===== src/rtl/ibex_pkg.sv =====
// ibex_pkg: shared types for the FPU-side sequencers.
//   fpu_op_e            - operation code presented to the FPU.
//   fpu_seq_state_e     - state encoding of the Horner polynomial sequencer.
//   FPU_SEQ_MAX_DEGREE  - highest polynomial degree the sequencer supports.
package ibex_pkg;

    typedef enum logic [1:0] {
        FPU_OP_ADD = 2'd0,
        FPU_OP_SUB = 2'd1,
        FPU_OP_MUL = 2'd2,
        FPU_OP_DIV = 2'd3
    } fpu_op_e;

    localparam int unsigned FPU_SEQ_MAX_DEGREE = 32'd7;

    typedef enum logic [2:0] {
        FPU_SEQ_IDLE = 3'd0,
        FPU_SEQ_LOAD = 3'd1,
        FPU_SEQ_MUL  = 3'd2,
        FPU_SEQ_ADD  = 3'd3,
        FPU_SEQ_DONE = 3'd4
    } fpu_seq_state_e;

endpackage


===== src/rtl/ibex_fpu_horner_seq.sv =====
// ibex_fpu_horner_seq: evaluates p(x) = c_n*x^n + ... + c_0 with Horner's rule
// by sequencing multiply/add requests to an external FPU that is connected at
// the parent level.
//
// Ports:
//   clk_i, rst_i            - clock and synchronous active-high reset
//   start_i                 - start request, only looked at while idle
//   degree_i, x_i           - degree n (clamped to MaxDegree) and point x, captured on start
//   coef_valid_i/coef_ready_o/coef_i - coefficient stream, c_n first, c_0 last
//   fpu_en_o, fpu_operator_o, fpu_operand_a_o, fpu_operand_b_o - FPU request
//   fpu_result_i, fpu_valid_i, fpu_overflow_i, fpu_underflow_i, fpu_invalid_i - FPU response
//   busy_o, done_o          - activity and one-cycle completion pulse
//   result_o                - accumulator, holds p(x) from done until the next start
//   flags_o                 - {invalid, overflow, underflow}
//
// Build option: define IBEX_FPU_SEQ_FLAGS_EN to collect sticky FPU exception
// flags on flags_o; without it flags_o is constant zero.
module ibex_fpu_horner_seq
    import ibex_pkg::*;
#(
    parameter int unsigned DataWidth = 32'd32,
    parameter int unsigned MaxDegree = FPU_SEQ_MAX_DEGREE
) (
    input  logic                 clk_i,
    input  logic                 rst_i,
    input  logic                 start_i,
    input  logic [2:0]           degree_i,
    input  logic [DataWidth-1:0] x_i,
    input  logic                 coef_valid_i,
    output logic                 coef_ready_o,
    input  logic [DataWidth-1:0] coef_i,
    output logic                 fpu_en_o,
    output ibex_pkg::fpu_op_e    fpu_operator_o,
    output logic [DataWidth-1:0] fpu_operand_a_o,
    output logic [DataWidth-1:0] fpu_operand_b_o,
    input  logic [DataWidth-1:0] fpu_result_i,
    input  logic                 fpu_valid_i,
    input  logic                 fpu_overflow_i,
    input  logic                 fpu_underflow_i,
    input  logic                 fpu_invalid_i,
    output logic                 busy_o,
    output logic                 done_o,
    output logic [DataWidth-1:0] result_o,
    output logic [2:0]           flags_o
);

    // degree_i is 3 bits wide, so the cap only bites for MaxDegree < 7.
    localparam logic [2:0] DegreeCap = 3'(MaxDegree);

    fpu_seq_state_e       state_r;
    fpu_seq_state_e       state_next_s;
    logic [DataWidth-1:0] acc_r;
    logic [DataWidth-1:0] acc_next_s;
    logic [DataWidth-1:0] x_r;
    logic [2:0]           k_r;
    logic [2:0]           degree_clamped_s;
    logic                 start_accept_s;
    logic                 coef_fire_s;
    logic                 acc_load_s;
    logic                 k_dec_s;
    logic                 fpu_done_s;

    // Status outputs are pure decodes of the state register. Ready is masked
    // during reset so a coefficient offered in the reset cycle is never taken.
    assign busy_o         = (state_r != FPU_SEQ_IDLE);
    assign done_o         = (state_r == FPU_SEQ_DONE);
    assign coef_ready_o   = ((state_r == FPU_SEQ_LOAD) || (state_r == FPU_SEQ_ADD)) && !rst_i;
    assign coef_fire_s    = coef_valid_i && coef_ready_o;
    assign start_accept_s = (state_r == FPU_SEQ_IDLE) && start_i;
    assign result_o       = acc_r;

    // Clamp the requested degree to the supported maximum.
    always_comb begin
        degree_clamped_s = degree_i;
        if ({29'd0, degree_i} > MaxDegree) begin
            degree_clamped_s = DegreeCap;
        end else begin
            degree_clamped_s = degree_i;
        end
    end

    // Next state, accumulator update and the FPU request for the current state.
    always_comb begin
        state_next_s    = state_r;
        acc_next_s      = acc_r;
        acc_load_s      = 1'b0;
        k_dec_s         = 1'b0;
        fpu_done_s      = 1'b0;
        fpu_en_o        = 1'b0;
        fpu_operator_o  = FPU_OP_ADD;
        fpu_operand_a_o = {DataWidth{1'b0}};
        fpu_operand_b_o = {DataWidth{1'b0}};
        case (state_r)
            FPU_SEQ_IDLE: begin
                if (start_i) begin
                    state_next_s = FPU_SEQ_LOAD;
                end else begin
                    state_next_s = FPU_SEQ_IDLE;
                end
            end
            FPU_SEQ_LOAD: begin
                // Leading coefficient c_n seeds the accumulator.
                if (coef_fire_s) begin
                    acc_next_s = coef_i;
                    acc_load_s = 1'b1;
                    if (k_r == 3'd0) begin
                        state_next_s = FPU_SEQ_DONE;
                    end else begin
                        state_next_s = FPU_SEQ_MUL;
                    end
                end else begin
                    state_next_s = FPU_SEQ_LOAD;
                end
            end
            FPU_SEQ_MUL: begin
                fpu_en_o        = 1'b1;
                fpu_operator_o  = FPU_OP_MUL;
                fpu_operand_a_o = acc_r;
                fpu_operand_b_o = x_r;
                if (fpu_valid_i) begin
                    acc_next_s   = fpu_result_i;
                    acc_load_s   = 1'b1;
                    k_dec_s      = 1'b1;
                    fpu_done_s   = 1'b1;
                    state_next_s = FPU_SEQ_ADD;
                end else begin
                    state_next_s = FPU_SEQ_MUL;
                end
            end
            FPU_SEQ_ADD: begin
                // The add is only requested while a coefficient is offered; the
                // coefficient is consumed together with the FPU result, so the
                // source keeps it steady through any FPU stall.
                if (coef_valid_i) begin
                    fpu_en_o        = 1'b1;
                    fpu_operator_o  = FPU_OP_ADD;
                    fpu_operand_a_o = acc_r;
                    fpu_operand_b_o = coef_i;
                    if (fpu_valid_i && coef_fire_s) begin
                        acc_next_s = fpu_result_i;
                        acc_load_s = 1'b1;
                        fpu_done_s = 1'b1;
                        if (k_r == 3'd0) begin
                            state_next_s = FPU_SEQ_DONE;
                        end else begin
                            state_next_s = FPU_SEQ_MUL;
                        end
                    end else begin
                        state_next_s = FPU_SEQ_ADD;
                    end
                end else begin
                    state_next_s = FPU_SEQ_ADD;
                end
            end
            FPU_SEQ_DONE: begin
                state_next_s = FPU_SEQ_IDLE;
            end
            default: begin
                state_next_s = FPU_SEQ_IDLE;
            end
        endcase
    end

    // State, captured operands, remaining-degree counter and accumulator.
    always_ff @(posedge clk_i) begin
        if (rst_i) begin
            state_r <= FPU_SEQ_IDLE;
            acc_r   <= {DataWidth{1'b0}};
            x_r     <= {DataWidth{1'b0}};
            k_r     <= 3'd0;
        end else begin
            state_r <= state_next_s;
            if (start_accept_s) begin
                x_r <= x_i;
                k_r <= degree_clamped_s;
            end else if (k_dec_s) begin
                k_r <= k_r - 3'd1;
            end
            if (acc_load_s) begin
                acc_r <= acc_next_s;
            end
        end
    end

`ifdef IBEX_FPU_SEQ_FLAGS_EN
    logic [2:0] flags_r;

    // Sticky exception flags over every completed FPU operation of a run.
    always_ff @(posedge clk_i) begin
        if (rst_i) begin
            flags_r <= 3'b000;
        end else if (start_accept_s) begin
            flags_r <= 3'b000;
        end else if (fpu_done_s) begin
            flags_r <= flags_r | {fpu_invalid_i, fpu_overflow_i, fpu_underflow_i};
        end
    end

    assign flags_o = flags_r;
`else
    logic unused_flags_s;
    logic unused_fpu_done_s;

    assign unused_flags_s    = fpu_invalid_i ^ fpu_overflow_i ^ fpu_underflow_i;
    assign unused_fpu_done_s = fpu_done_s;
    assign flags_o           = 3'b000;
`endif

endmodule


===== config.mk =====
export PLATFORM = sky130hd
export DESIGN_NAME = ibex_fpu_horner_seq
export DESIGN_NICKNAME = d
export VERILOG_FILES = /design/src/rtl/ibex_pkg.sv /design/src/rtl/ibex_fpu_horner_seq.sv
export SDC_FILE = /design/constraint.sdc
export NUM_CORES = 1
export LEC_CHECK = 0
export CORE_MARGIN = 8
export CORE_UTILIZATION = 41
export DETAILED_ROUTE_END_ITERATION = 7
export GPL_TIMING_DRIVEN = 1
export PLACE_DENSITY = 0.9
export SYNTH_ARGS = -nofsm -noshare
export SYNTH_HDL_FRONTEND = slang
export SYNTH_SLANG_ARGS = --single-unit
export TNS_END_PERCENT = 30

===== constraint.sdc =====
create_clock -name clk_i -period 4.1 [get_ports clk_i]
set_input_delay 0.615 -clock clk_i [delete_from_list [all_inputs] [get_ports clk_i]]
set_output_delay 0.615 -clock clk_i [all_outputs]
set_load 0.05 [all_outputs]

# After elaboration in Yosys (flattened, before gate mapping)
# Cells that the tools add are included.
# op_classes
n_lt_le_gt_ge	0
n_addsub	1
n_mul	0
div	0
muxes	27
reduce_logical	12
n_bitwise	0
n_shift	0
eq_ne	8
# op_table
operator	count
2-to-1 mux 32 bit	6
one-hot mux 32 bit (2 select lines)	2
one-hot mux 32 bit (3 select lines)	1
2-to-1 mux 3 bit	6
one-hot mux 3 bit (4 select lines)	1
2-to-1 mux 1 bit	8
== test 3 x 2 -> 1 bit, second input constant	2
zero test 3 bit	2
!= test 2 bit, second input constant	3
AND reduction 6 bit	1
nonzero test 3 bit	2
logical AND 1 bit	4
== test 3 x 1 -> 1 bit, second input constant	1
== test 3 bit, second input constant	1
one-hot mux 1 bit (3 select lines)	1
subtractor 3 x 1 -> 3 bit, second input constant	1
2-to-1 mux 2 bit	1
!= test 2 x 1 -> 1 bit, second input constant	1
one-hot mux 1 bit (2 select lines)	1
nonzero test 2 bit	1
zero test 1 bit	1
logical OR 1 bit	1
# totals
ramBits	0
input_bits	107
reg_bits	70
output_inout_bits	105
elab_cells	52
latch_bits	0
mem_count	0
mem_bits_ro	0

# Logic depth before layout (Yosys ltp)
# Gate-level depths: netlist (run 1).
# logic_depth
word_depth	9
ltp_mapped	7
ltp_nobuf	5

# Least setup slack after synthesis (run 1)
# Ideal clock, no wire load.
# synth_timing
path_type	register to output
from	register state_r[2]
to	output fpu_operand_b_o[12]
path_stages_with_launch	7
required_time_ns	3.485
setup_slack_ns	1.273
path_buffers	3
t_arrival_ns	2.212
cell_sequence	dfxtp_1 -> buf_2 -> nand2b_1 -> buf_2 -> nor2_1 -> clkbuf_1 -> a22o_1
# synth_between
elab_chain_len	2
elab_cells_between_ends	3
cone_classes	eq/ne (2); mux (1)
# synth_rtl
element	line	rtl
from (decl)	ibex_fpu_horner_seq.sv:50	fpu_seq_state_e state_r;
from (signal assigned)	ibex_fpu_horner_seq.sv:172	state_r <= state_next_s;
== test 3 x 2 -> 1 bit	ibex_fpu_horner_seq.sv:93	case (state_r)
one-hot mux 32 bit (2 select lines) *	ibex_fpu_horner_seq.sv:93	
to (decl)	ibex_fpu_horner_seq.sv:35	output logic [DataWidth-1:0] fpu_operand_b_o,
# Mark *: on every way between the ends. The rest lies on a longest branch, timed or not.

# Final worst setup path (run 1)
# layout_timing
from	input coef_valid_i
to	output fpu_operand_b_o[22]
# layout_between
elab_chain_len	2
# layout_rtl
element	line	rtl
from (decl)	ibex_fpu_horner_seq.sv:29	input logic coef_valid_i,
2-to-1 mux 32 bit	ibex_fpu_horner_seq.sv:134	if (coef_valid_i) begin
one-hot mux 32 bit (2 select lines)	ibex_fpu_horner_seq.sv:93	
# Every way passes these cells.

==> results.ini, run 1 <==
[clock_network]
clkTransAtPathRegs_ns=0.07
cts_max_level=3
numCtsBuffers=9
cts_tree=yes
cts_sinks=70
cts_hold_buf=0
clock_latency_ns=0.34
root_buffer=clkbuf_8
ctsLongestPathBuffers=2
cts_setup_buffers=0
cts_resized=0

[die]
initial_core_util_pct=41.47
core_area_sq_um=8593
die_h_um=109.2
ios=212
die-area_sq_um=11930
die_x_um=109.2
rows=34

[logic_synthesis]
syn_area_per_cell_sq_um=8.545
async_flop_share_pct=0
synth_ff_type=dfxtp_1
synth_top_area_share_pct=39.33
syn_inst=417
yosysSeqAreaShare_pct=39.33
yosysUniqueCellTypes=32
synth-edff-count=0
yosys-top-cells-area=dfxtp_1 39%, mux2i_1 9.0%, a22o_1 7.9%, nand2_1 7.1%, a211oi_2 6.3%
ys_warn_count=0
syn_area_sq_um=3563
synth.most_common_cell=dfxtp_1
ys_top_cells_by_count=70 x dfxtp_1, 67 x nand2_1, 39 x nor2_1
synth_top_cell_by_area=dfxtp_1
synth-seq-cells=70

[worst_setup_path]
timing.rr.start=state_r[0]
worst-path-buf-inv=3
rr_worst_depth=5
r2r_slack_ns=1.99
r2r_end=k_r[2]
required_ns=3.48
cp.arrival_ns=2.92
critical_path_class=input port to output pin
worstSetupStartpointType=input port
worstPathMaxFanout=9
cp_top_family=buffers and inverters
cp_slowest_cell=clkdlybuf4s50_1
crit_path_max_incr_delay_ns=0.82
cp-end-kind=output pin
crit_chain=clkdlybuf4s50_1 > nand2_1 > nor2_2 > buf_4 > a22o_1 > clkdlybuf4s50_1
crit_top_cell=clkdlybuf4s50_1

[timing]
hold_violations=0
report.final.slew_viol_count=0
grt_setup_unrepaired=no
min_period_over_period_pct=86.14
worst_pin_slew_ns=0.8387
finalSetupTns_ns=0
clock_skew_ns=0.006733
max-slew-margin-rel_pct=44.09
max_freq_mhz=283.1
setup_viol=0
fin_crit_ns=3.532

[run_status]
outcome=completed

[place]
hpwl_um=9906
place_inst=704
io_buffers=204
placed_area_sq_um=5639
gp_congestion=0.8073

[routing]
via_per_inst=5.228
wl_um=13050
drt.antenna.violating_nets=0
route.detailed.drc=0
drtIter0Drc=142
vias=3754
dr.pass1.iters=4
wire_per_inst_um=18.18

[cells_and_area]
diodes=0
fin_cells=718
final_nets=716
syn_to_final_growth_pct=63.13
multi_input_area_sq_um=1964
drive_above_1_share_pct=10.66
final_core_util_pct=67.65
num-fill-cells=684
fin_area_sq_um=5813
seq_area_sq_um=1401

[min_path]
holdPathEnd=x_r[18]
worstHoldStart=x_r[18]
hold_class=flip-flop to flip-flop
hold_depth=2

[power_and_ir_drop]
ir_drop_v=0.0002593
p_leak_nw=2.366
power_density_nw_per_um2=357.9

[global_routing]
antenna_found_initial=0
grt_pass1_vias=3917
grt_max_degree=70
grt_pass1_wl_um=19930
overflow=0
track_usage_pct=21.23

[job]
maxCapViolCount=0

area by class of cell:
cell class              instances  share of cell area, %
clock buffers                  13                  2.906
clock inverters                 1                0.08610
inverters                       7                 0.4520
multi-input cells             301                  33.79
flip-flops and latches         70                  24.11
well taps                     108                  2.325
repair buffers                218                  36.33
kinds of logic (layout without fill, tap and decap cells):
family | after synthesis | in the layout | share of synthesized area (%)
AOI/OAI and AO/OA | 110 | 110 | 24.90
xor gates and xnor gates | 2 | 2 | 0.4917
adders and majority gates | 2 | 2 | 0.7021
buffers and inverters | 49 | 239 | 6.180
DFF | 70 | 70 | 39.33
muxes | 32 | 32 | 8.989
other | 1 | 4 | 0.1052
and+or+nand+nor | 151 | 151 | 19.31
metrics by stage:
stage | setup WS, ns | hold slack [ns] | total power [mW]
after floorplan | 1.273 | 0.4366 | 1.300
after global placement | 0.5607 | 0.4423 | 1.568
after detailed placement | 0.5464 | 0.4500 | 1.591
after CTS | 0.5297 | 0.4599 | 2.099
after global routing | 0.4282 | 0.4834 | 2.186
final | 0.5683 | 0.4593 | 2.081
state kept, by name (all words and copies together) (netlist names):
signal / cells
result_o: 32
k_r: 3
x_r: 32
state_r: 3
layer usage:
layer  wire length, um  share of wire (%)  global-route usage (%)
met5                 0                  0                       0
met4               322                2.5                   9.836
met3              1234                9.5                   7.624
met2              6624                 51                   38.30
met1              4869                 37                   21.41
layout by cell type (no fill, tap or decap), types with 2 or more instances in the layout:
cell type / count
a21oi_1: 34
nor2_2: 2
nor2b_1: 3
conb_1: 4
a211oi_1: 16
dfxtp_1: 70
a211oi_2: 18
and2_1: 34
buf_4: 26
clkdlybuf4s50_1: 191
nor3_1: 2
a22o_1: 32
nor2_1: 37
ha_1: 2
mux2i_1: 32
inv_1: 7
clkbuf_8: 12
a31oi_1: 2
o21ai_0: 2
nand2_1: 67
worst register-to-register path: stages, from the launching register on:
cell      delay [ns]
dfxtp_1         0.65
nor3_1          0.17
nand2_1         0.53
buf_4           0.40
nor2_1          0.08
a211oi_1        0.19
worst max path at each step:
| stage | startpoint | to | slack (ns) | depth (start not counted) |
|---|---|---|---|---|
| after floorplan | state_r[2] | fpu_operand_b_o[12] | 1.27 | 6 |
| after global placement | coef_valid_i | fpu_operand_b_o[2] | 0.56 | 6 |
| after detailed placement | coef_valid_i | fpu_operand_b_o[22] | 0.55 | 6 |
| after CTS | coef_valid_i | fpu_operand_b_o[22] | 0.53 | 6 |
| after global routing | coef_valid_i | fpu_operand_b_o[6] | 0.43 | 6 |
| final | coef_valid_i | fpu_operand_b_o[22] | 0.57 | 6 |
power by group:
group / switching, mW / internal (mW) / total [mW] / leakage [nW]
combinational: 0.454 / 0.294 / 0.748 / 1.70
clock: 0.247 / 0.262 / 0.509 / 0.0914
sequential: 0.0607 / 0.763 / 0.824 / 0.576
Power figures use the tool's default switching activity.
==> run 2: changes to the inputs <==
--- a/config.mk
+++ b/config.mk
@@ -6,10 +6,11 @@
 export NUM_CORES = 1
 export LEC_CHECK = 0
 export CORE_MARGIN = 8
-export CORE_UTILIZATION = 41
+export CORE_UTILIZATION = 42
+export CTS_BUF_LIST = sky130_fd_sc_hd__clkbuf_4 sky130_fd_sc_hd__clkbuf_8
 export DETAILED_ROUTE_END_ITERATION = 7
 export GPL_TIMING_DRIVEN = 1
-export PLACE_DENSITY = 0.9
+export PLACE_DENSITY = 0.92
 export SYNTH_ARGS = -nofsm -noshare
 export SYNTH_HDL_FRONTEND = slang
 export SYNTH_SLANG_ARGS = --single-unit
==> run 2 against run 1 <==
Against the previous run:
- clock power increased by 30%
- non-clock buffer count decreased by 3
- worst setup slack improved by 0.17 ns
- largest power group unchanged
- hold slack got worse by 0.0018 ns
- largest cell class unchanged
- via count decreased by 0.48%
- register-to-register slack got worse by 0.20 ns
- sequential cell count unchanged
- cell count decreased by 0.56%
- wire length increased by 1.5%
- total power increased by 7.6%
- critical path depth unchanged
- design area increased by 1.1%
==> results.ini, run 2 (same netlist as run 1, synthesis figures left out) <==
[run_status]
outcome=completed

[global_routing]
overflow=0
grt_pass1_vias=3997
track_usage_pct=21.70
grt_max_degree=70
antenna_found_initial=0
grt_pass1_wl_um=20310

[power_and_ir_drop]
p_leak_nw=2.361
ir_drop_v=0.0002168
power_density_nw_per_um2=381.1
p_total_mw=2.239

[timing]
clock_skew_ns=0.01108
hold_violations=0
fin_crit_ns=3.359
min_period_over_period_pct=81.92
max-slew-margin-rel_pct=29.80
setup_viol=0
setup_ws_ns=0.7414
worst_pin_slew_ns=1.053
max_freq_mhz=297.7
finalSetupTns_ns=0
grt_setup_unrepaired=no
hold_slack_ns=0.4574
report.final.slew_viol_count=0

[routing]
vias=3736
route.detailed.drc=0
dr.pass1.iters=6
drt.antenna.violating_nets=0
wire_per_inst_um=18.56
wl_um=13250
drtIter0Drc=143
via_per_inst=5.232

[cells_and_area]
mostFrequentLayoutCell=clkdlybuf4s50_1
fin_area_sq_um=5874
fin_cells=714
num-fill-cells=636
syn_to_final_growth_pct=64.85
final_nets=713
final_core_util_pct=71.49
drive_above_1_share_pct=9.360
layout_common_cells=199 x clkdlybuf4s50_1, 70 x dfxtp_1, 67 x nand2_1
diodes=0

[place]
io_buffers=204
gp_congestion=0.7990
placed_area_sq_um=5633
post-place-ws_ns=0.7799
hpwl_um=9879
place_inst=698

[worst_setup_path]
crit_start=coef_valid_i
cp.arrival_ns=2.74
r2r_end=x_r[7]
timing.rr.start=state_r[0]
worstSetupStartpointType=input port
r2r_slack_ns=1.79
cp-end-kind=output pin
rr_worst_depth=5
crit_end=fpu_operand_b_o[21]
required_ns=3.48
worstPathMaxFanout=19
critical_path_class=input port to output pin

[die]
initial_core_util_pct=43.37
die_h_um=108.1
core_area_sq_um=8217
ios=212
rows=33
die-area_sq_um=11690
die_x_um=108.1

[clock_network]
cts_tree=yes
root_buffer=clkbuf_8
cts_resized=0
numCtsBuffers=9
cts_setup_buffers=0
clock_latency_ns=0.33
cts_max_level=3
cts_sinks=70
cts_hold_buf=0
clkTransAtPathRegs_ns=0.08
ctsLongestPathBuffers=2

[min_path]
hold_class=flip-flop to flip-flop

[job]
maxCapViolCount=0

## run 2: cell types whose count changed in the layout (fill, tap and decap cells not counted)
cell,before,now
inv_6,0,1
clkinvlp_4,0,1
buf_4,26,15
clkinv_2,1,0
clkbuf_1,1,0
clkdlybuf4s50_1,191,199
bufinv_16,0,2
## run 2: area by class of cell
cell class / instances / area, sq um / share of cell area (%)
Sequential cell: 70 / 1401 / 23.86
Multi-Input combinational cell: 301 / 1964 / 33.44
Timing Repair Buffer: 215 / 2110 / 35.91
Tap cell: 105 / 131.4 / 2.236
Inverter: 7 / 26.28 / 0.4473
Clock buffer: 12 / 165.2 / 2.811
Clock inverter: 4 / 76.32 / 1.299
## run 2: worst min path at each step
stage / slack (ns) / depth (start not counted) / start / endpoint
floorplan: 0.44 / 2 / x_r[0] / x_r[0]
global placement: 0.44 / 2 / x_r[7] / x_r[7]
detailed placement: 0.45 / 2 / x_r[17] / x_r[17]
CTS: 0.46 / 2 / x_r[17] / x_r[17]
global route: 0.48 / 2 / x_r[17] / x_r[17]
finish: 0.46 / 2 / x_r[26] / x_r[26]
## run 2: where the power goes
part | internal [mW] | total (mW) | switching, mW
Sequential | 0.763 | 0.824 | 0.0613
Combinational | 0.293 | 0.753 | 0.461
Clock | 0.395 | 0.661 | 0.266
Total | 1.45 | 2.24 | 0.788
## run 2: routing by layer
layer	up-vias	share of wire (%)	global-route usage [%]	routed length [um]
met1	1740	39	22.52	5137
met5	-	0	0	0
met3	18	9.3	7.912	1229
met2	166	50	39.32	6632
li1	1812	-	-	-
met4	0	1.9	7.433	252
## run 2: worst max-delay path, cell delays in order
cell and delay, ns:
clkdlybuf4s50_1 0.58, nand2_1 0.12, nor2_2 0.14, buf_4 0.27, a22o_1 0.17, clkdlybuf4s50_1 0.84
==> run 3: changes to the inputs <==
--- a/config.mk
+++ b/config.mk
@@ -6,11 +6,11 @@
 export NUM_CORES = 1
 export LEC_CHECK = 0
 export CORE_MARGIN = 8
-export CORE_UTILIZATION = 42
+export CORE_UTILIZATION = 35
 export CTS_BUF_LIST = sky130_fd_sc_hd__clkbuf_4 sky130_fd_sc_hd__clkbuf_8
 export DETAILED_ROUTE_END_ITERATION = 7
 export GPL_TIMING_DRIVEN = 1
-export PLACE_DENSITY = 0.92
+export PLACE_DENSITY = 0.82
 export SYNTH_ARGS = -nofsm -noshare
 export SYNTH_HDL_FRONTEND = slang
 export SYNTH_SLANG_ARGS = --single-unit
==> constraint.sdc (replaced) <==
create_clock -name clk_i -period 2.9 [get_ports clk_i]
set_input_delay 0.435 -clock clk_i [delete_from_list [all_inputs] [get_ports clk_i]]
set_output_delay 0.435 -clock clk_i [all_outputs]
set_load 0.05 [all_outputs]
==> run 3 against run 2 <==
Against the previous run:
- clock-buffer cell count rose by 1
- clock skew fell by 0.0014 ns
- design area rose by 11%
- cell count rose by 4.5%
- combinational power rose by 45%
- hold slack got worse by 0.00093 ns
- clock power rose by 10%
- register-to-register slack got worse by 1.0 ns
- die area rose by 17%
- first-iteration DRC count fell by 13%
- worst setup slack got worse by 0.38 ns
- critical endpoint is now busy_o
==> results.ini, run 3 (same netlist as run 1, synthesis figures left out) <==
[run_status]
outcome=completed

[worst_setup_path]
crit_path_max_incr_delay_ns=0.80
cp_slowest_cell=clkdlybuf4s50_1
worstPathMaxFanout=14
cp-end-kind=output pin
timing.rr.start=state_r[0]
required_ns=2.47
critical_path_class=flip-flop to output pin
crit_chain=nor3_1 > inv_1 > clkdlybuf4s50_1
cp.arrival_ns=2.10
rr_worst_depth=5
r2r_slack_ns=0.78
worstSetupStartpointType=flip-flop
r2r_end=x_r[28]

[min_path]
holdPathEnd=x_r[12]
worstHoldStart=x_r[12]
hold_class=flip-flop to flip-flop
hold_depth=2

[clock_network]
cts_sinks=70
root_buffer=clkbuf_8
cts_resized=0
clkTransAtPathRegs_ns=0.08
cts_tree=yes
cts_max_level=3
cts_hold_buf=0
cts_setup_buffers=0
numCtsBuffers=9
clock_latency_ns=0.33
ctsLongestPathBuffers=2

[routing]
drt.antenna.violating_nets=0
route.met3.wl_um=1378
route.detailed.drc=0
wl_met1_um=5086
dr.pass1.iters=4
wl_um=13690
top_layer=met4
drtIter0Drc=124
via_per_inst=5.020
wire_per_inst_um=18.35
vias=3745
wl_met2_um=7018

[global_routing]
grt_pass1_vias=3972
grt_pass1_wl_um=20330
grt_max_degree=60
overflow=0
antenna_found_initial=0
track_usage_pct=19.15

[timing]
min_period_over_period_pct=87.57
finalSetupTns_ns=0
setup_viol=0
worst_pin_slew_ns=0.7248
report.final.slew_viol_count=0
fin_crit_ns=2.540
max-slew-margin-rel_pct=51.68
hold_violations=0
clock_skew_ns=0.009661
grt_setup_unrepaired=no
max_freq_mhz=393.8

[place]
io_buffers=204
gp_congestion=0.8310
placed_area_sq_um=6367
hpwl_um=10820

[die]
rows=37
die_x_um=116.9
initial_core_util_pct=35.31
core_area_sq_um=10090
die_h_um=116.9
die-area_sq_um=13670
ios=212

[power_and_ir_drop]
ir_drop_v=0.0002441
power.switching_mw=1.089
clkPwrFrac_pct=24.4
power_density_nw_per_um2=456.4
p_total_mw=2.987
combPwrFrac_pct=36.6
seqPwrFrac_pct=39.0
p_sw_share_pct=36.45
intPower_mw=1.898
p_leak_nw=2.657

[cells_and_area]
syn_to_final_growth_pct=83.67
fin_area_sq_um=6545
num-fill-cells=797
final_nets=716
mostFrequentLayoutCell=clkdlybuf4s50_1
layout_common_cells=136 x clkdlybuf4s50_1, 70 x dfxtp_1, 67 x nand2_1
drive_above_1_share_pct=19.84
diodes=0

[job]
maxCapViolCount=0

-- run 3: worst max-delay path: cells and delay by family (launching register included) --
kind	cells	cell delay (ns)
buffers and inverters	2	0.89
DFF	1	0.71
and+or+nand+nor	1	0.17
-- run 3: worst max-delay path by stage --
| stage | from | to | cells past startpoint |
|---|---|---|---|
| 6_report | state_r[0] | busy_o | 3 |
| 5_1_grt | state_r[0] | busy_o | 3 |
| 4_1_cts | state_r[0] | busy_o | 3 |
| 3_5_place_dp | coef_valid_i | fpu_operand_b_o[6] | 6 |
| 3_3_place_gp | coef_valid_i | fpu_operand_b_o[6] | 6 |
| 2_1_floorplan | state_r[2] | fpu_operand_b_o[12] | 6 |
-- run 3: through the flow --
step	util, %	std cells	hold slack, ns	worst slack (ns)
3_5_place_dp	63.09	732	0.4470	0.5564
5_1_grt	64.85	746	0.4605	0.2660
6_report	64.85	746	0.4565	0.3605
2_1_floorplan	-	420	0.4366	0.2525
4_1_cts	64.85	746	0.4525	0.3507
3_3_place_gp	63.09	732	0.4415	0.5754
-- run 3: final cells by class --
class / instances / area [sq um] / area share (%)
repair buffers: 218 / 2800 / 42.78
well taps: 136 / 170.2 / 2.600
clock inverters: 1 / 5.005 / 0.07647
flip-flops and latches: 70 / 1401 / 21.41
multi-input cells: 301 / 1969 / 30.09
inverters: 7 / 26.28 / 0.4015
clock buffers: 13 / 172.7 / 2.638
-- run 3: power by group through the flow --
stage | logic, mW | registers (mW) | clock network, mW
floorplan | 0.432 | 1.41 | 0
global placement | 1.07 | 1.18 | 0
detailed placement | 1.10 | 1.19 | 0
CTS | 1.10 | 1.17 | 0.754
global route | 1.15 | 1.18 | 0.799
finish | 1.09 | 1.17 | 0.728
-- run 3: metal layers --
layer  GRT usage, %  vias up
met5              0        -
met4          6.655        0
met3          7.337       19
met2          35.58      169
met1          19.04     1739
li1               -     1818
